--- src/rtl/rv_pkg.sv ---
`default_nettype none
// ============================================================================
// Module   : rv_pkg
// Brief    : Shared opcode constants, scheduler state encodings and operand
//            usage helpers for the RV pipeline front-end sequencing logic.
// Revision : 1.0 - initial release
// ============================================================================
package rv_pkg;

    // Major opcodes whose register operands matter for hazard detection
    localparam logic [6:0] OP_R      = 7'b0110011;
    localparam logic [6:0] OP_I      = 7'b0010011;
    localparam logic [6:0] OP_LOAD   = 7'b0000011;
    localparam logic [6:0] OP_STORE  = 7'b0100011;
    localparam logic [6:0] OP_BRANCH = 7'b1100011;

    // Scheduler state encodings (visible externally on schedState)
    localparam logic [1:0] ST_RUN        = 2'b00;
    localparam logic [1:0] ST_BR_WAIT    = 2'b01;
    localparam logic [1:0] ST_BR_RESOLVE = 2'b10;
    localparam logic [1:0] ST_EXT_HOLD   = 2'b11;

    // Instruction formats that actually read rs1
    function automatic logic uses_rs1(input logic [6:0] op);
        return (op == OP_R) || (op == OP_I) || (op == OP_LOAD) ||
               (op == OP_STORE) || (op == OP_BRANCH);
    endfunction

    // Instruction formats that actually read rs2
    function automatic logic uses_rs2(input logic [6:0] op);
        return (op == OP_R) || (op == OP_STORE) || (op == OP_BRANCH);
    endfunction

endpackage
`default_nettype wire

--- src/rtl/rv_load_use_detect.sv ---
`default_nettype none
// ============================================================================
// Module   : rv_load_use_detect
// Brief    : Combinational load-use hazard detector. Flags when the load in EX
//            writes a non-zero register that the instruction in ID reads.
// Revision : 1.0 - initial release
// ============================================================================
module rv_load_use_detect
    import rv_pkg::*;
(
    input  logic [6:0] i_opcode,
    input  logic [4:0] i_rs1,
    input  logic [4:0] i_rs2,
    input  logic [4:0] i_ex_rd,
    input  logic       i_ex_mem_read,
    output logic       o_load_use
);

    logic w_rs1_hit;
    logic w_rs2_hit;

    // Only fields the ID instruction genuinely reads may create a hazard;
    // x0 is never a real producer.
    always_comb begin
        w_rs1_hit  = uses_rs1(i_opcode) && (i_ex_rd == i_rs1);
        w_rs2_hit  = uses_rs2(i_opcode) && (i_ex_rd == i_rs2);
        o_load_use = i_ex_mem_read && (i_ex_rd != 5'd0) && (w_rs1_hit || w_rs2_hit);
    end

endmodule
`default_nettype wire

--- src/rtl/pipeline_stall_scheduler.sv ---
`default_nettype none
// ============================================================================
// Module   : pipeline_stall_scheduler
// Brief    : Front-end sequencing controller beside ID. Arbitrates external
//            hold, load-use and ID-resolved branch stalls, drives PC/IF_ID
//            hold, ID/EX bubble, IF_ID flush and PC-source select, and keeps
//            saturating stall/flush statistics.
// Revision : 1.0 - initial release
// ============================================================================
module pipeline_stall_scheduler
    import rv_pkg::*;
#(
    parameter int BR_WAIT_CYCLES = 2,
    parameter int CNT_W          = 16
) (
    input  logic             clock,
    input  logic             reset,
    input  logic [31:0]      IF_ID_Instr,
    input  logic [4:0]       ID_Ex_Rd,
    input  logic             ID_ExMemRead,
    input  logic             ID_branchTaken,
    input  logic             extStallReq,
    output logic             holdPC,
    output logic             holdIF_ID,
    output logic             muxSelector,
    output logic             flushIF_ID,
    output logic             pcSrc,
    output logic [1:0]       schedState,
    output logic [CNT_W-1:0] stallCount,
    output logic [CNT_W-1:0] flushCount
);

    localparam int                c_WAIT_W    = $clog2(BR_WAIT_CYCLES + 1);
    localparam logic [c_WAIT_W-1:0] c_WAIT_INIT = c_WAIT_W'(BR_WAIT_CYCLES - 1);
    localparam logic [CNT_W-1:0]  c_CNT_MAX   = {CNT_W{1'b1}};

    logic [1:0]          r_state;
    logic [1:0]          w_next_state;
    logic [c_WAIT_W-1:0] r_wait_cnt;
    logic [c_WAIT_W-1:0] w_next_wait;
    logic [CNT_W-1:0]    r_stall_cnt;
    logic [CNT_W-1:0]    r_flush_cnt;
    logic                w_load_use;
    logic                w_is_branch;
    logic                w_hold;
    logic                w_flush;
    logic                w_unused;

    // Immediate / funct / rd bits play no part in scheduling
    assign w_unused    = ^{IF_ID_Instr[31:25], IF_ID_Instr[14:7]};
    assign w_is_branch = (IF_ID_Instr[6:0] == OP_BRANCH);

    rv_load_use_detect u_load_use (
        .i_opcode      (IF_ID_Instr[6:0]),
        .i_rs1         (IF_ID_Instr[19:15]),
        .i_rs2         (IF_ID_Instr[24:20]),
        .i_ex_rd       (ID_Ex_Rd),
        .i_ex_mem_read (ID_ExMemRead),
        .o_load_use    (w_load_use)
    );

    // Mealy output decode and next-state logic; reset masks every control output
    always_comb begin
        w_hold       = 1'b0;
        w_flush      = 1'b0;
        w_next_state = r_state;
        w_next_wait  = r_wait_cnt;
        case (r_state)
            ST_BR_WAIT: begin
                w_hold = 1'b1;
                if (!extStallReq) begin
                    if (r_wait_cnt == '0) begin
                        w_next_state = ST_BR_RESOLVE;
                    end else begin
                        w_next_wait = r_wait_cnt - c_WAIT_W'(1);
                    end
                end
            end
            ST_BR_RESOLVE: begin
                if (extStallReq) begin
                    w_hold = 1'b1;
                end else begin
                    w_flush      = ID_branchTaken;
                    w_next_state = ST_RUN;
                end
            end
            default: begin
                // RUN and EXT_HOLD share arbitration: EXT_HOLD just re-enters
                // itself while the external request persists.
                if (extStallReq) begin
                    w_hold       = 1'b1;
                    w_next_state = ST_EXT_HOLD;
                end else if (w_load_use) begin
                    w_hold       = 1'b1;
                    w_next_state = ST_RUN;
                end else if (w_is_branch) begin
                    w_hold       = 1'b1;
                    w_next_wait  = c_WAIT_INIT;
                    w_next_state = ST_BR_WAIT;
                end else begin
                    w_next_state = ST_RUN;
                end
            end
        endcase
        if (reset) begin
            w_hold  = 1'b0;
            w_flush = 1'b0;
        end
    end

    // State and branch-settle counter
    always_ff @(posedge clock) begin
        if (reset) begin
            r_state    <= ST_RUN;
            r_wait_cnt <= '0;
        end else begin
            r_state    <= w_next_state;
            r_wait_cnt <= w_next_wait;
        end
    end

    // Saturating statistics counters
    always_ff @(posedge clock) begin
        if (reset) begin
            r_stall_cnt <= '0;
            r_flush_cnt <= '0;
        end else begin
            if (w_hold && (r_stall_cnt != c_CNT_MAX)) begin
                r_stall_cnt <= r_stall_cnt + CNT_W'(1);
            end
            if (w_flush && (r_flush_cnt != c_CNT_MAX)) begin
                r_flush_cnt <= r_flush_cnt + CNT_W'(1);
            end
        end
    end

    assign holdPC      = w_hold;
    assign holdIF_ID   = w_hold;
    assign muxSelector = w_hold;
    assign flushIF_ID  = w_flush;
    assign pcSrc       = w_flush;
    assign schedState  = r_state;
    assign stallCount  = r_stall_cnt;
    assign flushCount  = r_flush_cnt;

endmodule
`default_nettype wire
--- config.mk ---
export PLATFORM = sky130hd
export DESIGN_NAME = pipeline_stall_scheduler
export DESIGN_NICKNAME = d
export VERILOG_FILES = /design/src/rtl/rv_pkg.sv /design/src/rtl/rv_load_use_detect.sv /design/src/rtl/pipeline_stall_scheduler.sv
export SDC_FILE = /design/constraint.sdc
export NUM_CORES = 1
export LEC_CHECK = 0
export BUFFER_PORTS_ARGS = -buffer_cell sky130_fd_sc_hd__buf_2
export CAP_MARGIN = 10
export CORE_ASPECT_RATIO = 1.75
export CORE_MARGIN = 3
export CORE_UTILIZATION = 48
export CTS_CLUSTER_DIAMETER = 200
export DETAILED_ROUTE_END_ITERATION = 10
export PLACE_DENSITY_LB_ADDON = 0.05
export SLEW_MARGIN = 5
export SYNTH_ARGS = -nofsm -noshare
export SYNTH_HDL_FRONTEND = slang
export SYNTH_HIERARCHICAL = 1
export SYNTH_SLANG_ARGS = --single-unit
--- constraint.sdc ---
create_clock -name clock -period 3.85 [get_ports clock]
set_input_delay 0.77 -clock clock [delete_from_list [all_inputs] [get_ports clock]]
set_output_delay 0.77 -clock clock [all_outputs]
set_load 0.03 [all_outputs]
Word level (Yosys, flattened, before mapping)
Cells that the tools add are included.

Bits in registers: 36. Input bits: 42. Output and inout port bits: 39. Word-level logic and storage cells: 65.

Add/subtract/negate cells: 3. Eq/ne operators: 16. Mux-type cells: 22. Bitwise operators: 2. Reductions and logical operators: 18.

Operators with widths (count): 16-bit by 1-bit adder with 16-bit output (second input constant) (2); 16-bit != test (second input constant) (2); 2-bit 2-to-1 mux (9); 7-bit by 6-bit == test with 1-bit output (second input constant) (2); 5-bit == test (2); 1-bit 2-to-1 mux (10); 2-bit != test (second input constant) (5); 2-bit one-hot mux with 2 select lines (2); 7-bit by 2-bit == test with 1-bit output (second input constant) (1); 7-bit by 5-bit == test with 1-bit output (second input constant) (1); 7-bit == test (second input constant) (1); 1-bit logical OR (7); 1-bit logical AND (6); 5-bit AND reduction (1); 5-bit nonzero test (1); 3-bit AND reduction (1); 2-bit by 1-bit == test with 1-bit output (second input constant) (1); 2-bit == test (second input constant) (1); 2-bit logical NOT (1); 1-bit NOT (2); 1-bit one-hot mux with 2 select lines (1); 2-bit nonzero test (1); 2-bit by 1-bit subtractor with 2-bit output (second input constant) (1).

Longest topological paths before layout
Gate-level depths: netlist of run 1.

Word-level depth: 13. Gate-level depth with buffers: 10.

Hierarchy
Netlist of run 1, hierarchy kept.

Modules (own cells, without submodules): pipeline_stall_scheduler (times used 1, cells each 226, area each 1893.1 sq um); rv_load_use_detect (times used 1, cells each 20, area each 155.1 sq um).

Worst setup path before layout of run 1
No wires, ideal clock.

Path type: input-to-output. From: input ID_Ex_Rd[1]. To: output holdPC. Arrival time: 2.750 ns. Slack: 0.330 ns. Stages: 8. Buffers on the path: 1. Path through: xor2_1 nor4_2 nand3_1 a21oi_1 nor2_1 o211a_1 nor3_1 buf_4.

Word-level cells in the longest chain between the ends: 8. Elaborated cells on any way between the ends: 12. Those cells by class: eq/ne: 2; mux: 4; reduce/logical: 6.

RTL lines: from (decl) (line pipeline_stall_scheduler.sv:19) `input logic [4:0] ID_Ex_Rd,`; 5-bit == test (on tied branches) (line rv_load_use_detect.sv:25, rv_load_use_detect.sv:26); 1-bit logical AND (on tied branches) (line rv_load_use_detect.sv:25, rv_load_use_detect.sv:26); 1-bit logical OR (line rv_load_use_detect.sv:27) `o_load_use = i_ex_mem_read && (i_ex_rd != 5'd0) && (w_rs1_hit || w_rs2_hit);`; 1-bit logical AND * (line rv_load_use_detect.sv:27); net w_load_use (line pipeline_stall_scheduler.sv:43) `logic w_load_use;`; 1-bit 2-to-1 mux * (line pipeline_stall_scheduler.sv:93) `end else if (w_load_use) begin`; 1-bit 2-to-1 mux * (line pipeline_stall_scheduler.sv:90) `if (extStallReq) begin`; 1-bit one-hot mux with 2 select lines * (line pipeline_stall_scheduler.sv:68) `case (r_state)`; 1-bit 2-to-1 mux * (line pipeline_stall_scheduler.sv:105) `if (reset) begin`; to (decl) (line pipeline_stall_scheduler.sv:23) `output logic holdPC,`.

Mark *: on every way through the listed nets, which the timed path passes. The rest lies on a longest branch.

Final worst setup path of run 1
From: input ID_Ex_Rd[1]. To: output holdIF_ID.

Word-level cells in the longest chain between the ends: 8. Elaborated cells on any way between the ends: 12. Those cells by class: eq/ne: 2; mux: 4; reduce/logical: 6.

RTL lines: 5-bit == test (on tied branches) (line rv_load_use_detect.sv:25, rv_load_use_detect.sv:26); 1-bit logical AND (on tied branches) (line rv_load_use_detect.sv:25, rv_load_use_detect.sv:26); 1-bit logical OR (line rv_load_use_detect.sv:27); 1-bit logical AND * (line rv_load_use_detect.sv:27); net w_load_use (line pipeline_stall_scheduler.sv:43); 1-bit 2-to-1 mux * (line pipeline_stall_scheduler.sv:93); 1-bit 2-to-1 mux * (line pipeline_stall_scheduler.sv:90); 1-bit one-hot mux with 2 select lines * (line pipeline_stall_scheduler.sv:68); 1-bit 2-to-1 mux * (line pipeline_stall_scheduler.sv:105); to (decl) (line pipeline_stall_scheduler.sv:24) `output logic holdIF_ID,`.

Marked as above.

==> results of run 1 <==
[power groups by stage]
stage               clock [mW]  combinational, mW  sequential (mW)
floorplan                    0              0.115            0.421
global placement             0              0.174            0.404
detailed placement           0              0.176            0.404
CTS                      0.338              0.178            0.395
global route             0.349              0.194            0.398
finish                   0.325              0.176            0.395
[flip-flops by register name, summed over array words and instances, names as in the netlist]
signal and count:
flushCount 16, stallCount 16, r_wait_cnt 2, schedState 2
[per-stage QoR]
stage / hold slack [ns] / util [%] / total power [mW] / cells / worst slack (ns)
3_3_place_gp: 0.475 / 59.7 / 0.578 / 347 / 0.590
2_1_floorplan: 0.463 / - / 0.536 / 246 / 0.330
4_1_cts: 0.498 / 62.4 / 0.911 / 355 / 0.574
5_1_grt: 0.528 / 62.4 / 0.942 / 355 / 0.411
3_5_place_dp: 0.485 / 59.7 / 0.580 / 347 / 0.571
6_report: 0.496 / 62.4 / 0.896 / 355 / 0.580
[path summary, 6_finish.rpt]
check	start	to	slack, ns	depth (start not counted)
max	ID_Ex_Rd[1]	holdIF_ID	0.58	9
max reg2reg	schedState[0]$_SDFFE_PP0P_	stallCount[15]$_SDFFE_PP0P_	1.41	7
min	stallCount[15]$_SDFFE_PP0P_	stallCount[15]$_SDFFE_PP0P_	0.50	2
min reg2reg	stallCount[15]$_SDFFE_PP0P_	stallCount[15]$_SDFFE_PP0P_	0.50	2
[synthesized netlist by cell type (3+ instances only)]
master / count
sky130_fd_sc_hd__xor2_1: 12
sky130_fd_sc_hd__nand2b_1: 4
sky130_fd_sc_hd__buf_2: 3
sky130_fd_sc_hd__a211oi_1: 3
sky130_fd_sc_hd__nor4_1: 4
sky130_fd_sc_hd__nand3_1: 10
sky130_fd_sc_hd__nor2_1: 22
sky130_fd_sc_hd__o21ai_0: 12
sky130_fd_sc_hd__xnor2_1: 8
sky130_fd_sc_hd__ha_1: 5
sky130_fd_sc_hd__mux2i_1: 5
sky130_fd_sc_hd__dfxtp_1: 36
sky130_fd_sc_hd__nand2_1: 14
sky130_fd_sc_hd__or2_2: 3
sky130_fd_sc_hd__nor3_1: 9
sky130_fd_sc_hd__buf_4: 3
sky130_fd_sc_hd__or4_1: 6
sky130_fd_sc_hd__inv_1: 8
sky130_fd_sc_hd__clkbuf_1: 5
sky130_fd_sc_hd__a31oi_1: 3
sky130_fd_sc_hd__or3_1: 7
sky130_fd_sc_hd__nand4_1: 9
sky130_fd_sc_hd__a21oi_1: 15
sky130_fd_sc_hd__o31ai_1: 3
sky130_fd_sc_hd__and3_1: 7
[routing by layer]
metal,track usage [%],vias to the layer above
met4,8.11,0
met5,0,-
met1,18.7,969
met2,40.3,50
met3,3.49,6
li1,-,1032
[area by class of cell]
| class | count | area (µm²) | area share (%) |
|---|---|---|---|
| timing repair buffer | 65 | 325 | 13.1 |
| multi-input combinational | 190 | 1240 | 49.9 |
| inverter | 8 | 30.0 | 1.21 |
| clock buffer | 6 | 72.6 | 2.92 |
| clock inverter | 2 | 35.0 | 1.41 |
| sequential | 36 | 721 | 29.0 |
| tap | 48 | 60.1 | 2.42 |
[tightest hold or removal path: cells and delay by family (launching register included)]
| kind | cells | cell delay [ns] |
|---|---|---|
| AOI/OAI and AO/OA | 2 | 0.12 |
| DFF | 1 | 0.33 |
[kinds of logic after synthesis]
kind of cell / count (synthesis) / share of synthesized area [%]
multiplexers: 6 / 2.99
XOR/XNOR: 20 / 8.55
adder cells (fa/ha/maj): 5 / 3.05
flip-flops: 36 / 35.2
AO/OA/AOI/OAI: 52 / 16.4
AND/OR/NAND/NOR: 107 / 29.4
buffers and inverters: 20 / 4.40
==> impl.org, run 1 <==
** Final layout
- Share of post-route cells with drive strength above 1 :: approximately a quarter
- 0 antenna diodes ended up in the layout.
- After routing the design area is between 0.002 and 0.0025 mm².
- The area growth from synthesis to layout is 21.1%.
- After the last flow step, the layout net total stands at 353.
- Filler instances :: roughly 400
- The library cell used most frequently in the layout, excluding fill and tap cells, is sky130_fd_sc_hd__buf_2.
- Leaving out fill and tap cells, the most frequent cells in the layout are sky130_fd_sc_hd__buf_2 (65), sky130_fd_sc_hd__dfxtp_1 (36), sky130_fd_sc_hd__nor2_1 (22).

** Global route
- Entering global routing, the biggest net connects 35 pins.
- All-Layer GR Usage :: 19.9%
- Number of antenna violations at the first check in global routing :: 0
- The first global-routing pass estimated around 8.3 mm of wire.
- Via count of the first global-routing pass :: roughly 2000
- Total congestion overflow after global routing :: 0

** Setup path
- The worst setup path is launched from an input port.
- Cell family contributing the most delay on the critical path :: simple AND/OR/NAND/NOR gates
- Cell occurring most often along the worst timing path :: sky130_fd_sc_hd__buf_2
- Critical path cell sequence :: buf_2, xor2_1, nor4_2, nand3_1, a21oi_1, nor2_1, o211a_1, nor3_1, buf_2
- Critical path capture point type :: output port
- Data on the critical path is required at its endpoint by slightly above 3 ns.
- The setup path with the least slack is of type input port to output port.
- Sum of buffers and inverters on the critical path :: 2
- Data arrival time of the critical path :: 2.50 ns
- Along the worst path, the maximum fanout reaches 4.
- Slowest cell delay on critical path :: about 0.38 ns
- Among all stages on the critical path, the largest delay is contributed by sky130_fd_sc_hd__nor3_1.

** STA
- The max-slew violation count came to 0.
- Headroom to the max-slew limit came out at between 50% and 60%.
- Highest achievable clock rate :: roughly 310 MHz
- Setup repair after global routing left no endpoint under its margin.
- Setup Viol. Count Final :: 0
- The smallest clock period supported by the final layout is computed as between 3 and 4 ns.
- Final cycle utilization of the critical path :: a little over four fifths
- Across the routed clock network, the largest skew measured is about 0.0074 ns.
- Setup TNS after final layout :: 0 ns
- Slew at the pin with the worst max-slew slack :: approximately 0.63 ns
- Number of hold violations in the final report :: 0

** Clocking
- Counting along the longest clock path gives a buffer depth of 2.
- Reg clk slew, reported paths :: 0.07 ns
- Once the clock tree was built, the setup fixing pass inserted 0 buffers.
- Source-to-sink clock delay at the later pin of the worst-skew pair :: between 0.2 and 0.3 ns
- Post-CTS Hold Buffers :: 0
- Clk sinks :: 36
- Buffers inserted during clock tree synthesis total 5.
- CTS tree :: yes
- Root cell of the clock tree :: sky130_fd_sc_hd__clkbuf_8
- In this run the number of H-tree levels came out at 2.
- Once the clock tree was built, the resizer swapped 0 gates to a different size.

** Drt
- Final wirelength :: 5.00 mm
- Top Metal Used :: met4
- After detailed routing, the met2 layer carries between 2 and 3 mm of wire.
- Average via count per standard cell :: 5.79
- Met3 wire length :: 231 µm
- Wire length on met1 :: between 1.5 and 2 mm
- Once detail routing completed, the nets flagged for antenna violations numbered 0.
- Routed wire length per instance :: about 14 µm
- DRC Markers :: 0
- Number of search-and-repair iterations in the first detailed-routing pass :: 4
- Number of DRC violations after detailed-routing iteration 0 :: a little over 50
- Detailed-route via count :: 2057

** Floorplan
- Width of the chip :: 55.4 µm
- The die covers about 0.005 mm².
- The die is 92.4 µm tall.
- After floorplanning, the core was sized to cover 0.00398 mm².
- Number of primary I/O pins :: slightly above 80
- Initial Utilization :: between 50% and 60%
- The floorplan has 30 rows.

** Power
- Of the total power, the clock network draws 36.3%.
- Combinational cells account for 19.6% of the total power.
- Sequential cells account for between 40 and 50% of the total power.
- Net switching is between 20% and 30% of the power.
- Cell internal power dissipation :: about 0.64 mW
- Power density over the cells :: between 300 and 400 mW/mm²
- For this design the total switching power over the nets is 0.257 mW.
- Across the VDD grid, the largest voltage drop is ~0.00022 V.
- Summed over all cells, the static leakage comes to roughly 1.0 nW.

** Logic synthesis
- Synth Flop Type :: sky130_fd_sc_hd__dfxtp_1
- Averaged over all synthesized cells, the footprint is approximately 8.3 µm².
- In this run the biggest area consumer among cell types represents between 30% and 40% of the synthesized area.
- Syn. warnings :: 6
- Synth Cell Area :: just over 0.002 mm²
- Synthesis produced 246 cells.
- The largest total area in the synthesized netlist belongs to sky130_fd_sc_hd__dfxtp_1.
- Post-synth EDFFs :: 0
- Count of state elements after synthesis :: 36
- Counting every net in the synthesized netlist gives 293.
- The netlist uses 48 different library cells.
- Main area contributors after synthesis :: sky130_fd_sc_hd__dfxtp_1 (35%), sky130_fd_sc_hd__xor2_1 (5.1%), sky130_fd_sc_hd__nor2_1 (4.0%)
- Sequential share of the synthesized area :: roughly a third
- In the synthesized netlist the async set-or-reset flop fraction comes to 0%.

** Worst hold path
- The min-delay analysis places its worst path in the category flip-flop to flip-flop.

** Job
- Across the run, the number of max-cap violations was 0.

** Outcome
- The flow ran to the end, and the final reports show no timing, DRC or antenna violations.

** Place
- Post-DP HPWL :: 3.78 mm
- Gp weighted congestion :: ~0.8
- Number of I/O port buffers :: 65
- The placed instances occupy a cell area of about 0.0024 mm².
(Power assumes the default switching activity.)
==> inputs of run 2 (changes only) <==
- clock period: 3.85 -> 3.31 ns (I/O delays scaled with it)
==> run 2 against run 1 <==
Effect of this change: hold slack got worse by 0.0030 ns; power grew 17%; non-clock buffer count rose by 3; critical path depth did not move; core utilization increased by 0.66 points; combinational power increased by 16%; wire length down 3.9%; first-iteration DRC count down 9.8%; via count shrank 1.3%; die area unchanged; design area grew 1.1%.
==> impl.org, run 2 (same netlist as run 1, synthesis figures left out) <==
** Clocking
- Clk sinks :: 36 (unchanged)
- The quantity of gates resized following cts came to 0 (unchanged).
- Post-CTS Hold Buffers :: 0 (unchanged)
- The maximum count of clock buffers along a single path was 2 (unchanged).
- The register clock-pin slew on the reported worst setup and hold paths is 0.07 ns (about the same).
- TritonCTS built the clock tree.
- The maximum level of the CTS H-tree came to 2 (unchanged).
- The number of buffers created by CTS was 5 (unchanged).
- The post-CTS repair timing setup buffer count came to 0 (unchanged).
- Root cell of the clock tree :: sky130_fd_sc_hd__clkbuf_8
- The later-pin clock latency in the skew report came to 0.29 ns (about the same).

** STA
- The final number of setup-violating endpoints came to 0 (unchanged).
- Number of hold violations in the final report :: 0 (unchanged)
- Counting I/O delays and the setup requirement, the final critical path takes roughly 3 ns.
- Slew at the pin with the worst max-slew slack :: 0.685 ns (+0.0583 ns)
- Setup repair after global routing left no endpoint under its margin.
- Highest achievable clock rate :: 330 MHz
- The final critical path takes up 91.4% of the cycle.
- The post-route clock skew came to 0.00968 ns (+0.00230 ns).
- Hold_ws :: 0.493 ns (-0.00297 ns)
- The worst slew slack as a fraction of its limit was 53.9% (-3.9 points).
- The max-slew violation count was 0 (unchanged).
- Setup TNS after final layout :: 0 ns (unchanged)

** Setup path
- Setup slack, reg-to-reg :: 1.00 ns (-0.41 ns)
- CP max-delay cell :: sky130_fd_sc_hd__nor3_1
- Largest fanout on the critical path :: 4 (unchanged)
- CP Capture Point :: holdIF_ID
- The largest stage delay on the critical path was 0.36 ns (-0.02 ns).
- The total stage count of the critical path came to 9 (unchanged).
- Critical path cell sequence :: buf_2, xor2_1, nor4_2, nand3_1, a21oi_1, nor2_1, o211a_1, nor3_1, buf_2
- Kind of start point of the critical path :: input port
- The worst register-to-register path ends at stallCount[15]$_SDFFE_PP0P_.
- Cell family contributing the most delay on the critical path :: simple AND/OR/NAND/NOR gates
- By startpoint and endpoint, the worst setup path is classified as input port to output port.
- The number of buffer and inverter instances along the worst setup path is 2 (unchanged).
- The number of cells on the worst reg-to-reg path came to 7 (unchanged).
- Critical path required time :: 2.65 ns (-0.43 ns)
- The worst register-to-register path begins at schedState[0]$_SDFFE_PP0P_.
- Origin of the worst setup path :: ID_Ex_Rd[1]
- In this design, the critical path's most frequently occurring cell is sky130_fd_sc_hd__buf_2.
- The data arrival at the endpoint of the critical path is 2.36 ns (-0.14 ns).
- Critical path capture point type :: output port

** Power
- The peak ir drop on the vdd network was 0.000286 V (+33%).
- The cell area power density was 419 mW/mm² (+16%).
- The static leakage was 1.02 nW (+1.3%).
- Tot Pwr :: 1.05 mW (+17%)

** Final layout
- The layout net count came to 356 (+0.85%).
- Most frequent standard cell in the layout excluding fill and tap cells :: sky130_fd_sc_hd__buf_2
- Share of post-route cells with drive strength above 1 :: 26.5% (+1.0 points)
- Leaving out fill and tap cells, the most frequent cells in the layout are sky130_fd_sc_hd__buf_2 (65), sky130_fd_sc_hd__dfxtp_1 (36), sky130_fd_sc_hd__nor2_1 (22).
- The diode insertion count for antenna repair was 0 (unchanged).
- The area growth from synthesis to layout is 22.4%.

** Floorplan
- The die extent in y came to 92.4 µm (unchanged).
- The count of standard-cell rows is 30 (unchanged).
- The width of the die is 55.4 µm (unchanged).
- The area inside the core boundary is 0.00398 mm² (unchanged).
- The area enclosed by the die boundary is 0.00512 mm² (unchanged).
- The number of I/O pins came to 81 (unchanged).
- The initial core utilization is 51.5% (unchanged).

** Global route
- The global routing usage summed across all routing layers is 19.1% (-0.79 points).
- Via count of the first global-routing pass :: 1946 (-0.92%)
- Largest net degree at the start of global routing :: 26 (-26%)
- The number of antenna violations at the first check in global routing is 0 (unchanged).
- The first-pass GRT wire length came to 8.05 mm (-3.6%).
- Total congestion overflow after global routing :: 0 (unchanged)

** Worst hold path
- Hold/Removal Path Class :: flip-flop to flip-flop
- The startpoint identified for the worst hold timing path is schedState[0]$_SDFFE_PP0P_.

** Drt
- The number of optimization iterations in the first detailed-route pass came to 4 (unchanged).
- Number of DRC violations after detailed-routing iteration 0 :: 46 (-9.8%)
- DRC Markers :: 0 (unchanged)
- The detailed-route vias per instance came to 5.67 (-2.1%).
- The average wire per standard cell is 13.4 µm (-4.7%).
- Final wirelength :: 4.80 mm (-3.9%)
- The remaining number of nets flagged by the antenna check after routing is 0 (unchanged).
- The detailed-route via count is 2030 (-1.3%).

** Outcome
- The run finished with clean final reports.

** Place
- Post-DP HPWL :: 3.74 mm (-0.88%)
- The total of buffers placed on input and output ports was 65 (unchanged).
- The final weighted congestion in routability-driven placement was 0.787 (-2.0%).

** Job
- Maximum capacitance violations :: 0 (unchanged)
==> run 2: through the flow <==
| step | std cells | instance area (µm²) | util, % | worst slack [ns] |
|---|---|---|---|---|
| 2_1_floorplan | 246 | 2050 | - | 0.00559 |
| 3_3_place_gp | 350 | 2400 | 60.2 | 0.264 |
| 3_5_place_dp | 350 | 2400 | 60.2 | 0.255 |
| 4_1_cts | 358 | 2510 | 63.0 | 0.275 |
| 5_1_grt | 358 | 2510 | 63.0 | 0.113 |
| 6_report | 358 | 2510 | 63.0 | 0.284 |
==> run 2: area by class of cell <==
| type | count | area [µm²] |
|---|---|---|
| Inverter | 8 | 30.0 |
| Fill cell | 403 | 1470 |
| Multi-Input combinational cell | 190 | 1240 |
| Clock buffer | 5 | 68.8 |
| Timing Repair Buffer | 68 | 348 |
| Clock inverter | 3 | 42.5 |
| Tap cell | 48 | 60.1 |
| Sequential cell | 36 | 721 |
==> run 2: worst min-delay path by stage <==
stage                                  end  slack [ns]  cells after the start
2_1_floorplan   r_wait_cnt[1]$_SDFFE_PP0P_        0.46                      2
3_3_place_gp    schedState[0]$_SDFFE_PP0P_        0.48                      2
3_5_place_dp    schedState[0]$_SDFFE_PP0P_        0.49                      2
4_1_cts         schedState[0]$_SDFFE_PP0P_        0.50                      2
5_1_grt        stallCount[15]$_SDFFE_PP0P_        0.53                      2
6_report        schedState[0]$_SDFFE_PP0P_        0.49                      2
==> run 2: routing by layer <==
layer	GRT usage (%)	part of all wire, %	vias up
li1	-	-	1040
met5	0	0	-
met4	6.69	0.77	0
met1	17.5	38	936
met3	4.04	5.1	4
met2	39.2	56	50
==> run 2: worst register-to-register path, cell delays in order, from the launching register on <==
cell and delay, ns:
sky130_fd_sc_hd__dfxtp_1 0.37, sky130_fd_sc_hd__inv_1 0.06, sky130_fd_sc_hd__ha_1 0.36, sky130_fd_sc_hd__a211oi_1 0.08
sky130_fd_sc_hd__nor2_1 0.16, sky130_fd_sc_hd__or4b_1 0.54, sky130_fd_sc_hd__or4_1 0.52, sky130_fd_sc_hd__a21oi_1 0.15
==> run 2: report_power, final <==
part,internal [mW],leakage (nW),total [mW],switching [mW]
clock network,0.223,0.0541,0.388,0.165
registers,0.446,0.291,0.459,0.0133
logic,0.0751,0.678,0.204,0.129
==> inputs of run 3 (changes only) <==
- PLACE_DENSITY: not set -> 0.79
- PLACE_DENSITY_LB_ADDON: 0.05 -> not set
==> run 3 against run 2 <==
Effect of this change: clock skew decreased by 0.0039 ns; register-to-register slack got worse by 0.11 ns; design area decreased by 1.4%; power decreased by 6.5%; hold slack got worse by 0.00073 ns; largest power group unchanged; core utilization decreased by 0.91 points; count of clock-buffer cells in the layout increased by 3; highest routed layer unchanged; clock power decreased by 18%; first-iteration DRC count increased by 26%.
==> impl.org, run 3 (same netlist as run 1, synthesis figures left out) <==
** Clocking
- The maximum count of clock buffers along a single path was 2 (unchanged).
- Source-to-sink clock delay at the later pin of the worst-skew pair :: 0.29 ns (about the same)
- The cts-stage hold buffer count is 0 (unchanged).
- The post-CTS repair timing setup buffer count was 0 (unchanged).
- The number of buffers created by CTS was 5 (unchanged).
- The maximum level of the CTS H-tree was 2 (unchanged).
- The quantity of gates resized following cts was 0 (unchanged).
- CTS tree :: yes
- Clk sinks :: 36 (unchanged)
- Reg clk slew, reported paths :: 0.07 ns (about the same)
- Root cell of the clock tree :: sky130_fd_sc_hd__clkbuf_8

** Worst hold path
- Hold/Removal Path Class :: flip-flop to flip-flop
- In this run the most critical hold path is launched from schedState[0]$_SDFFE_PP0P_.

** Place
- Number of I/O port buffers :: 65 (unchanged)
- Post-DP HPWL :: 3.71 mm (-0.86%)
- The final weighted congestion in routability-driven placement came to 0.866 (+9.9%).

** Setup path
- The required time of the critical path came to 2.65 ns (about the same).
- For this design, the slowest cell found on the critical path is sky130_fd_sc_hd__nor3_1.
- STA classifies the critical path endpoint as an output port.
- Cell occurring most often along the worst timing path :: sky130_fd_sc_hd__buf_2
- The critical path is of the input port to output port type.
- Critical path cell sequence :: buf_2, xor2_1, nor4_2, nand3_1, a21oi_1, nor2_1, o211a_1, nor3_1, buf_2
- The critical path starts at ID_Ex_Rd[1].
- Slowest cell delay on critical path :: 0.36 ns (about the same)
- Largest fanout on the critical path :: 4 (unchanged)
- The data arrival at the endpoint of the critical path is 2.35 ns (about the same).
- The worst setup path is launched from an input port.
- Critical R2R Launch :: schedState[0]$_SDFFE_PP0P_

** Drt
- Number of search-and-repair iterations in the first detailed-routing pass :: 4 (unchanged)
- Average via count per standard cell :: 5.68 (+0.17%)
- The wire length after detailed routing is 4.90 mm (+2.0%).
- The detailed-route via count came to 2022 (-0.39%).
- DRC Markers :: 0 (unchanged)
- The average wire per standard cell is 13.8 µm (+2.6%).
- Number of DRC violations after detailed-routing iteration 0 :: 58 (+26%)
- The remaining number of nets flagged by the antenna check after routing came to 0 (unchanged).

** Floorplan
- Vert. Die Dim :: 92.4 µm (unchanged)
- Placeable core area :: 0.00398 mm² (unchanged)
- The area enclosed by the die boundary came to 0.00512 mm² (unchanged).
- The count of standard-cell rows was 30 (unchanged).
- Number of primary I/O pins :: 81 (unchanged)
- Width of the chip :: 55.4 µm (unchanged)
- Initial Utilization :: 51.5% (unchanged)

** Global route
- The global routing usage summed across all routing layers came to 19.5% (+0.41 points).
- The number of antenna violations at the first check in global routing was 0 (unchanged).
- The via count of the first global-routing pass is 1935 (-0.57%).
- Largest net degree at the start of global routing :: 35 (+35%)
- Total congestion overflow after global routing :: 0 (unchanged)
- First-pass GRT wire length :: 8.12 mm (+0.86%)

** Outcome
- The flow ran to the end, and the final reports show no timing, DRC or antenna violations.

** STA
- Min Tclk post-route :: 3.01 ns (-0.0117 ns)
- Hold_ws :: 0.492 ns (-0.000730 ns)
- The ratio of final minimum period to clock period was 91.1% (-0.35 points).
- Highest achievable clock rate :: 332 MHz (+0.39%)
- Number of pins with negative max-slew slack in the final report :: 0 (unchanged)
- Number of hold violations in the final report :: 0 (unchanged)
- Setup TNS after final layout :: 0 ns (unchanged)
- The actual transition at the worst max-transition pin is 0.670 ns (-0.0145 ns).
- Worst clock skew :: 0.00574 ns (-0.00394 ns)
- Setup repair after global routing left no endpoint under its margin.
- The worst slew slack as a fraction of its limit is 54.9% (+0.98 points).
- The final number of setup-violating endpoints is 0 (unchanged).

** Power
- The cell area power density is 397 mW/mm² (-5.2%).
- The peak ir drop on the vdd network was 0.000333 V (+16%).
- The static leakage was 1.01 nW (-1.7%).

** Final layout
- Leaving out fill and tap cells, the most frequent cells in the layout are sky130_fd_sc_hd__buf_2 (65), sky130_fd_sc_hd__dfxtp_1 (36), sky130_fd_sc_hd__nor2_1 (22).
- The number of filler cells placed in the layout was 393 (-2.5%).
- The share of final-layout standard cells stronger than drive strength 1 came to 25.3% (-1.1 points).
- The diode insertion count for antenna repair was 0 (unchanged).
- Relative to the synthesized area, the layout overhead comes to 20.6%.
- The layout net count came to 354 (-0.56%).
- The library cell used most frequently in the layout, excluding fill and tap cells, is sky130_fd_sc_hd__buf_2.

** Job
- The total of max-cap violations is 0 (unchanged).
[run 3: through the flow]
stage	util [%]	setup slack, ns	instance area [µm²]	power [mW]	cells
floorplan	-	0.00559	2050	0.624	246
global placement	59.8	0.230	2380	0.668	348
detailed placement	59.8	0.173	2380	0.672	348
CTS	62.1	0.304	2470	0.992	356
global route	62.1	0.119	2470	1.03	356
finish	62.1	0.296	2470	0.982	356
[run 3: area by class of cell]
type	instances	area (µm²)	share of cell area, %
Multi-Input combinational cell	190	1240	50.1
Sequential cell	36	721	29.2
Clock buffer	8	90.1	3.65
Inverter	8	30.0	1.22
Timing Repair Buffer	66	333	13.5
Tap cell	48	60.1	2.43
[run 3: metal layers]
metal	routed length, µm	vias to the layer above	share of wire (%)	GRT usage, %
met5	0	-	0	0
met4	84	0	1.7	9.53
met3	200	7	4.1	4.60
met2	2700	44	55	36.9
met1	1920	942	39	19.2
li1	-	1029	-	-
[run 3: where the power goes]
group          internal [mW]  total [mW]  switching, mW
clock network          0.170       0.320          0.151
logic                 0.0742       0.202          0.128
registers              0.446       0.460         0.0136
total                  0.690       0.982          0.292
[run 3: path summary, 6_finish.rpt]
kind                            endpoint  slack (ns)  depth (start not counted)
max                               holdPC        0.30                          9
min           schedState[0]$_SDFFE_PP0P_        0.49                          2
max reg2reg  stallCount[15]$_SDFFE_PP0P_        0.89                          7
min reg2reg   schedState[0]$_SDFFE_PP0P_        0.49                          2
[run 3: worst max-delay path: cells and delay by family]
kind,cells,cell delay (ns)
buffers and inverters,2,0.40
XOR/XNOR,1,0.16
AO/OA/AOI/OAI,2,0.35
AND/OR/NAND/NOR,4,0.78
